==> config.mk <==
export PLATFORM = sky130hd
export DESIGN_NAME = fifo_port_arbiter_flat
export DESIGN_NICKNAME = d
export VERILOG_FILES = /design/src/rtl/fifo_port_arbiter_if.sv /design/src/rtl/fifo_port_arbiter.sv /design/src/flat_wrapper.sv
export SDC_FILE = /design/constraint.sdc
export NUM_CORES = 1
export LEC_CHECK = 0
export ABC_AREA = 1
export CAP_MARGIN = 15
export CORE_ASPECT_RATIO = 1.25
export CORE_UTILIZATION = 45
export DETAILED_ROUTE_END_ITERATION = 10
export GPL_ROUTABILITY_DRIVEN = 0
export PLACE_DENSITY_LB_ADDON = 0.25
export SYNTH_ARGS = -nofsm -noshare
export SYNTH_HDL_FRONTEND = slang
export SYNTH_SLANG_ARGS = --single-unit
export TNS_END_PERCENT = 100
==> constraint.sdc <==
create_clock -name clk -period 5.15 [get_ports clk]
set_input_delay 0.7725 -clock clk [delete_from_list [all_inputs] [get_ports clk]]
set_output_delay 0.7725 -clock clk [all_outputs]
set_load 0.005 [all_outputs]
==> src/rtl/fifo_port_arbiter_if.sv <==
// Bundle of requester-side and FIFO-side signals around the FIFO port arbiter.
// The arbiter uses the slave modport; requesters and the FIFO together form the master side.
interface fifo_port_arbiter_if #(
  parameter int unsigned WIDTH = 8,
  parameter int unsigned DEPTH = 16
) ();
  localparam int unsigned CntW = $clog2(DEPTH) + 1;

  logic             wr0_req;
  logic             wr1_req;
  logic [WIDTH-1:0] wr0_data;
  logic [WIDTH-1:0] wr1_data;
  logic             rd_req;
  logic             wr0_gnt;
  logic             wr1_gnt;
  logic             rd_valid;
  logic [WIDTH-1:0] rd_data;
  logic             fifo_en_in;
  logic             fifo_en_out;
  logic [WIDTH-1:0] fifo_din;
  logic [WIDTH-1:0] fifo_dout;
  logic [CntW-1:0]  fifo_count;

  modport slave (
    input  wr0_req, wr1_req, wr0_data, wr1_data, rd_req, fifo_dout, fifo_count,
    output wr0_gnt, wr1_gnt, rd_valid, rd_data, fifo_en_in, fifo_en_out, fifo_din
  );

  modport master (
    output wr0_req, wr1_req, wr0_data, wr1_data, rd_req, fifo_dout, fifo_count,
    input  wr0_gnt, wr1_gnt, rd_valid, rd_data, fifo_en_in, fifo_en_out, fifo_din
  );
endinterface

==> src/rtl/fifo_port_arbiter.sv <==
// Round-robin sharing of one FIFO between two writers and one reader.
// Each operation is IDLE (decide) -> OP (strobe) -> SETTLE (FIFO count/data update).
module fifo_port_arbiter #(
  parameter int unsigned WIDTH = 8,
  parameter int unsigned DEPTH = 16
) (
  input  logic                clk,
  input  logic                rst,
  fifo_port_arbiter_if.slave  bus
);
  localparam int unsigned CntW = $clog2(DEPTH) + 1;
  localparam logic [CntW-1:0] DepthCnt = CntW'(DEPTH);

  localparam logic [1:0] PtrWr0 = 2'd0;
  localparam logic [1:0] PtrWr1 = 2'd1;
  localparam logic [1:0] PtrRd  = 2'd2;

  typedef enum logic [1:0] {
    StIdle,
    StOp,
    StSettle
  } state_e;

  state_e           state_q, state_d;
  logic [1:0]       ptr_q, ptr_d;
  logic             op_rd_q, op_rd_d;
  logic             wr0_gnt_q, wr0_gnt_d;
  logic             wr1_gnt_q, wr1_gnt_d;
  logic             en_in_q, en_in_d;
  logic             en_out_q, en_out_d;
  logic             rd_valid_q, rd_valid_d;
  logic [WIDTH-1:0] din_q, din_d;
  logic [WIDTH-1:0] rd_data_q, rd_data_d;

  logic [3:0]       elig;
  logic             win_vld;
  logic [1:0]       win_idx;
  logic [1:0]       cand;

  function automatic logic [1:0] rr_next(input logic [1:0] p);
    return (p == PtrWr0) ? PtrWr1 : (p == PtrWr1) ? PtrRd : PtrWr0;
  endfunction

  // Bit 3 stays zero so an out-of-range pointer value never selects anything.
  always_comb begin
    elig    = 4'b0000;
    elig[0] = bus.wr0_req && (bus.fifo_count < DepthCnt);
    elig[1] = bus.wr1_req && (bus.fifo_count < DepthCnt);
    elig[2] = bus.rd_req && (bus.fifo_count != '0);
  end

  // Scan from the pointer in wr0 -> wr1 -> rd order, skipping ineligible requesters.
  always_comb begin
    win_vld = 1'b0;
    win_idx = PtrWr0;
    cand    = (ptr_q == 2'd3) ? PtrWr0 : ptr_q;
    for (int k = 0; k < 3; k++) begin
      if (!win_vld && elig[cand]) begin
        win_vld = 1'b1;
        win_idx = cand;
      end
      cand = rr_next(cand);
    end
  end

  always_comb begin
    state_d    = state_q;
    ptr_d      = ptr_q;
    op_rd_d    = op_rd_q;
    wr0_gnt_d  = 1'b0;
    wr1_gnt_d  = 1'b0;
    en_in_d    = 1'b0;
    en_out_d   = 1'b0;
    rd_valid_d = 1'b0;
    din_d      = din_q;
    rd_data_d  = rd_data_q;
    unique case (state_q)
      StIdle: begin
        if (win_vld) begin
          state_d = StOp;
          ptr_d   = rr_next(win_idx);
          op_rd_d = (win_idx == PtrRd);
          unique case (win_idx)
            PtrWr0: begin
              en_in_d   = 1'b1;
              wr0_gnt_d = 1'b1;
              din_d     = bus.wr0_data;
            end
            PtrWr1: begin
              en_in_d   = 1'b1;
              wr1_gnt_d = 1'b1;
              din_d     = bus.wr1_data;
            end
            default: en_out_d = 1'b1;
          endcase
        end
      end
      StOp: begin
        state_d = StSettle;
      end
      StSettle: begin
        state_d = StIdle;
        // fifo_dout already holds the popped word by this cycle.
        if (op_rd_q) begin
          rd_data_d  = bus.fifo_dout;
          rd_valid_d = 1'b1;
          op_rd_d    = 1'b0;
        end
      end
      default: begin
        state_d = StIdle;
      end
    endcase
  end

  always_ff @(posedge clk) begin
    if (rst) begin
      state_q    <= StIdle;
      ptr_q      <= PtrWr0;
      op_rd_q    <= 1'b0;
      wr0_gnt_q  <= 1'b0;
      wr1_gnt_q  <= 1'b0;
      en_in_q    <= 1'b0;
      en_out_q   <= 1'b0;
      rd_valid_q <= 1'b0;
      din_q      <= '0;
      rd_data_q  <= '0;
    end else begin
      state_q    <= state_d;
      ptr_q      <= ptr_d;
      op_rd_q    <= op_rd_d;
      wr0_gnt_q  <= wr0_gnt_d;
      wr1_gnt_q  <= wr1_gnt_d;
      en_in_q    <= en_in_d;
      en_out_q   <= en_out_d;
      rd_valid_q <= rd_valid_d;
      din_q      <= din_d;
      rd_data_q  <= rd_data_d;
    end
  end

  assign bus.wr0_gnt     = wr0_gnt_q;
  assign bus.wr1_gnt     = wr1_gnt_q;
  assign bus.fifo_en_in  = en_in_q;
  assign bus.fifo_en_out = en_out_q;
  assign bus.fifo_din    = din_q;
  assign bus.rd_valid    = rd_valid_q;
  assign bus.rd_data     = rd_data_q;
endmodule
==> src/flat_wrapper.sv <==
// flat-port wrapper written by rule: the top's interface ports become plain ports
module fifo_port_arbiter_flat 
#(
  parameter int unsigned WIDTH = 8,
  parameter int unsigned DEPTH = 16
)
  (clk, rst, bus_wr0_req, bus_wr1_req, bus_wr0_data, bus_wr1_data, bus_rd_req, bus_fifo_dout, bus_fifo_count, bus_wr0_gnt, bus_wr1_gnt, bus_rd_valid, bus_rd_data, bus_fifo_en_in, bus_fifo_en_out, bus_fifo_din);
  fifo_port_arbiter_if #(.WIDTH(WIDTH), .DEPTH(DEPTH)) bus_i ();
  input  logic clk;
  input  logic rst;
  input wire logic [$bits(bus_i.wr0_req)-1:0] bus_wr0_req;
  input wire logic [$bits(bus_i.wr1_req)-1:0] bus_wr1_req;
  input wire logic [$bits(bus_i.wr0_data)-1:0] bus_wr0_data;
  input wire logic [$bits(bus_i.wr1_data)-1:0] bus_wr1_data;
  input wire logic [$bits(bus_i.rd_req)-1:0] bus_rd_req;
  input wire logic [$bits(bus_i.fifo_dout)-1:0] bus_fifo_dout;
  input wire logic [$bits(bus_i.fifo_count)-1:0] bus_fifo_count;
  output wire logic [$bits(bus_i.wr0_gnt)-1:0] bus_wr0_gnt;
  output wire logic [$bits(bus_i.wr1_gnt)-1:0] bus_wr1_gnt;
  output wire logic [$bits(bus_i.rd_valid)-1:0] bus_rd_valid;
  output wire logic [$bits(bus_i.rd_data)-1:0] bus_rd_data;
  output wire logic [$bits(bus_i.fifo_en_in)-1:0] bus_fifo_en_in;
  output wire logic [$bits(bus_i.fifo_en_out)-1:0] bus_fifo_en_out;
  output wire logic [$bits(bus_i.fifo_din)-1:0] bus_fifo_din;
  assign bus_i.wr0_req = bus_wr0_req;
  assign bus_i.wr1_req = bus_wr1_req;
  assign bus_i.wr0_data = bus_wr0_data;
  assign bus_i.wr1_data = bus_wr1_data;
  assign bus_i.rd_req = bus_rd_req;
  assign bus_i.fifo_dout = bus_fifo_dout;
  assign bus_i.fifo_count = bus_fifo_count;
  assign bus_wr0_gnt = bus_i.wr0_gnt;
  assign bus_wr1_gnt = bus_i.wr1_gnt;
  assign bus_rd_valid = bus_i.rd_valid;
  assign bus_rd_data = bus_i.rd_data;
  assign bus_fifo_en_in = bus_i.fifo_en_in;
  assign bus_fifo_en_out = bus_i.fifo_en_out;
  assign bus_fifo_din = bus_i.fifo_din;
  fifo_port_arbiter #(.WIDTH(WIDTH), .DEPTH(DEPTH)) u_core (.clk(clk), .rst(rst), .bus(bus_i));
endmodule
==> implementation parameters <==
Parameter                              Value

Final layout
  Nets    roughly 280
  Area delta synth->final    47.9%
  Flip-flop and latch area    about 520 µm²
  Fraction of final layout cells with drive strength greater than 1    around 7.9%
  Antenna diode instance count    0
  Total area of multi-input combinational cells    between 600 and 700 µm²
  Number of inserted filler cells in the final layout    between 200 and 250

Floorplan
  Floorplan die height    61.8 µm
  Area of the placeable core    approximately 0.0027 mm²
  Number of rows created at floorplan    21
  Die width    49.9 µm
  Top-Level Pins    55
  Starting Density    between 40 and 50%
  Area enclosed by the die boundary    ~0.003 mm²

Synth
  Post-synth cell types    22
  Total of flip-flops plus latches after synthesis    26
  Cell area after synthesis    roughly 0.0013 mm²
  Cell taking the most area after synthesis    sky130_fd_sc_hd__dfxtp_1
  EDFF count, synth    0
  Mapped Avg Cell Area    roughly 7.0 µm²
  Share of Yosys cell area claimed by the top area cell type    40.4%
  Sequential fraction of the synthesis area    roughly two fifths
  Top post-synthesis cells by area    sky130_fd_sc_hd__dfxtp_1 40%, sky130_fd_sc_hd__nand2_1 13%, sky130_fd_sc_hd__nand3_1 10%, sky130_fd_sc_hd__inv_1 8.4%, sky130_fd_sc_hd__o21ai_0 3.9%
  Cells after synthesis    184
  Fraction of registers with async set/reset    0%
  Nets in the synthesized netlist    ~220
  Warnings from Yosys    0
  Most common flop cell mapped by yosys    sky130_fd_sc_hd__dfxtp_1

Timing
  Setup repair after global routing missed its margin    false
  Measured slew at the worst slew-check pin    between 0.5 and 0.6 ns
  Number of max-slew violations in the final report    0
  Post-route fraction of the period consumed by the critical path    roughly 42%
  Final Hold Viols    0
  Final Setup Violations    0
  Period minus WS final    2.19 ns
  Relative slew slack    66.2%
  Setup TNS    0 ns
  Achievable Freq    457 MHz
  Worst clock skew on the final layout    0.00170 ns
  Post-route worst hold slack    between 0.4 and 0.5 ns

Pwr
  Power per standard cell area    around 540 mW/mm²
  Static Leak    about 0.87 nW
  Peak ir drop on the vdd network    0.000299 V

Route
  Sum of routed wire length over all layers    2690 µm
  Antenna viol nets, final    0
  Initial detailed-routing violation count    16
  Detailed Routing Iterations Pass 1    5
  Residual DRC    0
  Mean routed wirelength per cell    9.85 µm
  Average via count per standard cell    around 4.7
  Vias after detailed routing    between 1000 and 1500

Global route
  Maximum number of pins on one net before global-route repair    20
  Sum of overflow across all layers after global routing    0
  Global-route wire length before repair    about 4200 µm
  Vias in the first global route    slightly above 1000
  Initial antenna violation count    0
  Total routing resource utilization after global routing    about 18%

Worst setup path
  Data required time at the worst endpoint    around 5.4 ns
  Classification of the worst setup path    primary input to register
  Arrival time of the worst setup path    2.43 ns
  Critical-path cell with the highest stage delay    sky130_fd_sc_hd__clkdlybuf4s50_1
  Slowest cell delay on critical path    roughly 0.46 ns
  Kind of launch point of the worst setup path    primary input
  Critical Path Sink Type    register
  R2r worst-path depth    11
  Worst path cell trace    clkdlybuf4s50_1 -> nor2_1 -> nand3_1 -> nand2_1 -> o21ai_2 -> inv_1 -> nand2_2 -> nand2_4 -> nor2_4 -> nand3_1 -> nand2_1 -> inv_1
  Critical path fanouts, max    7

Place
  HPWL Detailed    around 2100 µm
  Port-buffer cells    54

Clocking
  Clock tree from TritonCTS    done
  Clock Tree Root    sky130_fd_sc_hd__clkbuf_4
  Clock Sink Count    26
  Clock slew at reported path FFs    between 0.1 and 0.15 ns
  Clock Path Buffers    2
  Clk Latency, worst-skew pair    0.32 ns
  # H-tree levels    1
  Hold buffer count at cts    0
  Clock buffer count from CTS    3
  Post-cts repair resize count    0
  Post-CTS setup-driven buffer insertion count    0

Hold path
  Hold Crit Class    register to register
  Worst hold path stage count    2

Status
  Result of the run    finished clean

Run
  Number of maximum-capacitance constraint violations    0
-- synthesized netlist by cell type (2+ instances only) --
master / instances
sky130_fd_sc_hd__a21oi_1: 8
sky130_fd_sc_hd__clkbuf_1: 2
sky130_fd_sc_hd__dfxtp_1: 26
sky130_fd_sc_hd__ha_1: 3
sky130_fd_sc_hd__inv_1: 29
sky130_fd_sc_hd__inv_2: 4
sky130_fd_sc_hd__nand2_1: 46
sky130_fd_sc_hd__nand2_2: 3
sky130_fd_sc_hd__nand2_4: 2
sky130_fd_sc_hd__nand3_1: 27
sky130_fd_sc_hd__nor2_1: 12
sky130_fd_sc_hd__nor2_4: 2
sky130_fd_sc_hd__o21ai_0: 10
sky130_fd_sc_hd__o21ai_1: 2
-- worst paths after layout --
path	from	to	slack [ns]
setup / recovery	bus_fifo_count[3]	u_core.bus.fifo_din[6]	2.96
setup reg to reg	u_core.ptr_q[0]	u_core.bus.fifo_din[6]	3.18
hold / removal	u_core.bus.rd_data[5]	u_core.bus.rd_data[5]	0.45
hold reg to reg	u_core.bus.rd_data[5]	u_core.bus.rd_data[5]	0.45
-- state kept, by name (all words and copies together) (netlist names) --
register	flops
u_core.bus.fifo_din	8
u_core.bus.rd_data	8
u_core.state_q	2
u_core.bus.wr0_gnt	1
u_core.ptr_q	2
u_core.bus.fifo_en_out	1
u_core.bus.wr1_gnt	1
u_core.bus.rd_valid	1
u_core.op_rd_q	1
u_core.bus.fifo_en_in	1
-- layer usage --
layer | part of all wire, % | track usage [%]
met4 | 1.3 | 7.76
met5 | 0 | 0
met1 | 47 | 22.2
met2 | 47 | 31.1
met3 | 4.9 | 2.68
-- metrics by stage --
stage          worst slack (ns)  instances  area, µm²  power [W]  utilization (%)
2_1_floorplan              3.25        184       1290   0.000743                -
3_3_place_gp               2.63        269       1850   0.000897             68.5
3_5_place_dp               2.63        269       1850   0.000903             68.5
4_1_cts                    2.98        273       1910    0.00104             70.4
5_1_grt                    2.84        273       1910    0.00113             70.4
6_report                   2.96        273       1910    0.00104             70.4
-- critical path, delay by kind of cell --
| kind | cells | cell delay, ns |
|---|---|---|
| buf+inv | 3 | 0.58 |
| simple gates | 8 | 0.86 |
| compound gates | 1 | 0.22 |
-- cell families (layout without fill, tap and decap cells) --
logic type               after synthesis  in the layout  synth area share [%]
AND/OR/NAND/NOR                       96             96                  36.4
buffers and inverters                 37             92                  11.4
adder cells (fa/ha/maj)                3              3                  2.91
AO/OA/AOI/OAI                         22             22                  8.93
flip-flops                            26             26                  40.4
-- placed cells by master, fill, tap and decap left out --
master / netlist / layout
sky130_fd_sc_hd__o21ai_0: 10 / 10
sky130_fd_sc_hd__nor3_1: 1 / 1
sky130_fd_sc_hd__nor2_1: 12 / 12
sky130_fd_sc_hd__a21oi_1: 8 / 8
sky130_fd_sc_hd__nor2_8: 1 / 1
sky130_fd_sc_hd__dfxtp_1: 26 / 26
sky130_fd_sc_hd__o21ai_1: 2 / 2
sky130_fd_sc_hd__nand2_1: 46 / 46
sky130_fd_sc_hd__nor2_4: 2 / 2
sky130_fd_sc_hd__inv_1: 29 / 29
sky130_fd_sc_hd__nand3_4: 1 / 1
sky130_fd_sc_hd__clkdlybuf4s50_1: 0 / 54
sky130_fd_sc_hd__bufinv_16: 0 / 1
sky130_fd_sc_hd__a31oi_1: 1 / 1
sky130_fd_sc_hd__nand3_2: 1 / 1
sky130_fd_sc_hd__nand2_2: 3 / 3
sky130_fd_sc_hd__clkinv_1: 1 / 1
sky130_fd_sc_hd__nand3_1: 27 / 27
sky130_fd_sc_hd__nand2_4: 2 / 2
sky130_fd_sc_hd__clkbuf_4: 0 / 3
sky130_fd_sc_hd__ha_1: 3 / 3
sky130_fd_sc_hd__o21ai_2: 1 / 1
sky130_fd_sc_hd__inv_2: 4 / 4
-- power by group --
| group | switching (W) | internal [W] | total [W] |
|---|---|---|---|
| sequential | 0.0000276 | 0.000258 | 0.000286 |
| combinational | 0.000359 | 0.000250 | 0.000609 |
| clock | 0.0000613 | 0.0000787 | 0.000140 |
-- area by class of cell --
cell class | instances | area share (%)
Tap cell | 34 | 2.23
Clock inverter | 1 | 1.58
Timing Repair Buffer | 54 | 28.4
Clock buffer | 3 | 1.18
Inverter | 34 | 6.70
Multi-Input combinational cell | 121 | 32.6
Sequential cell | 26 | 27.3
(Power assumes the default switching activity.)
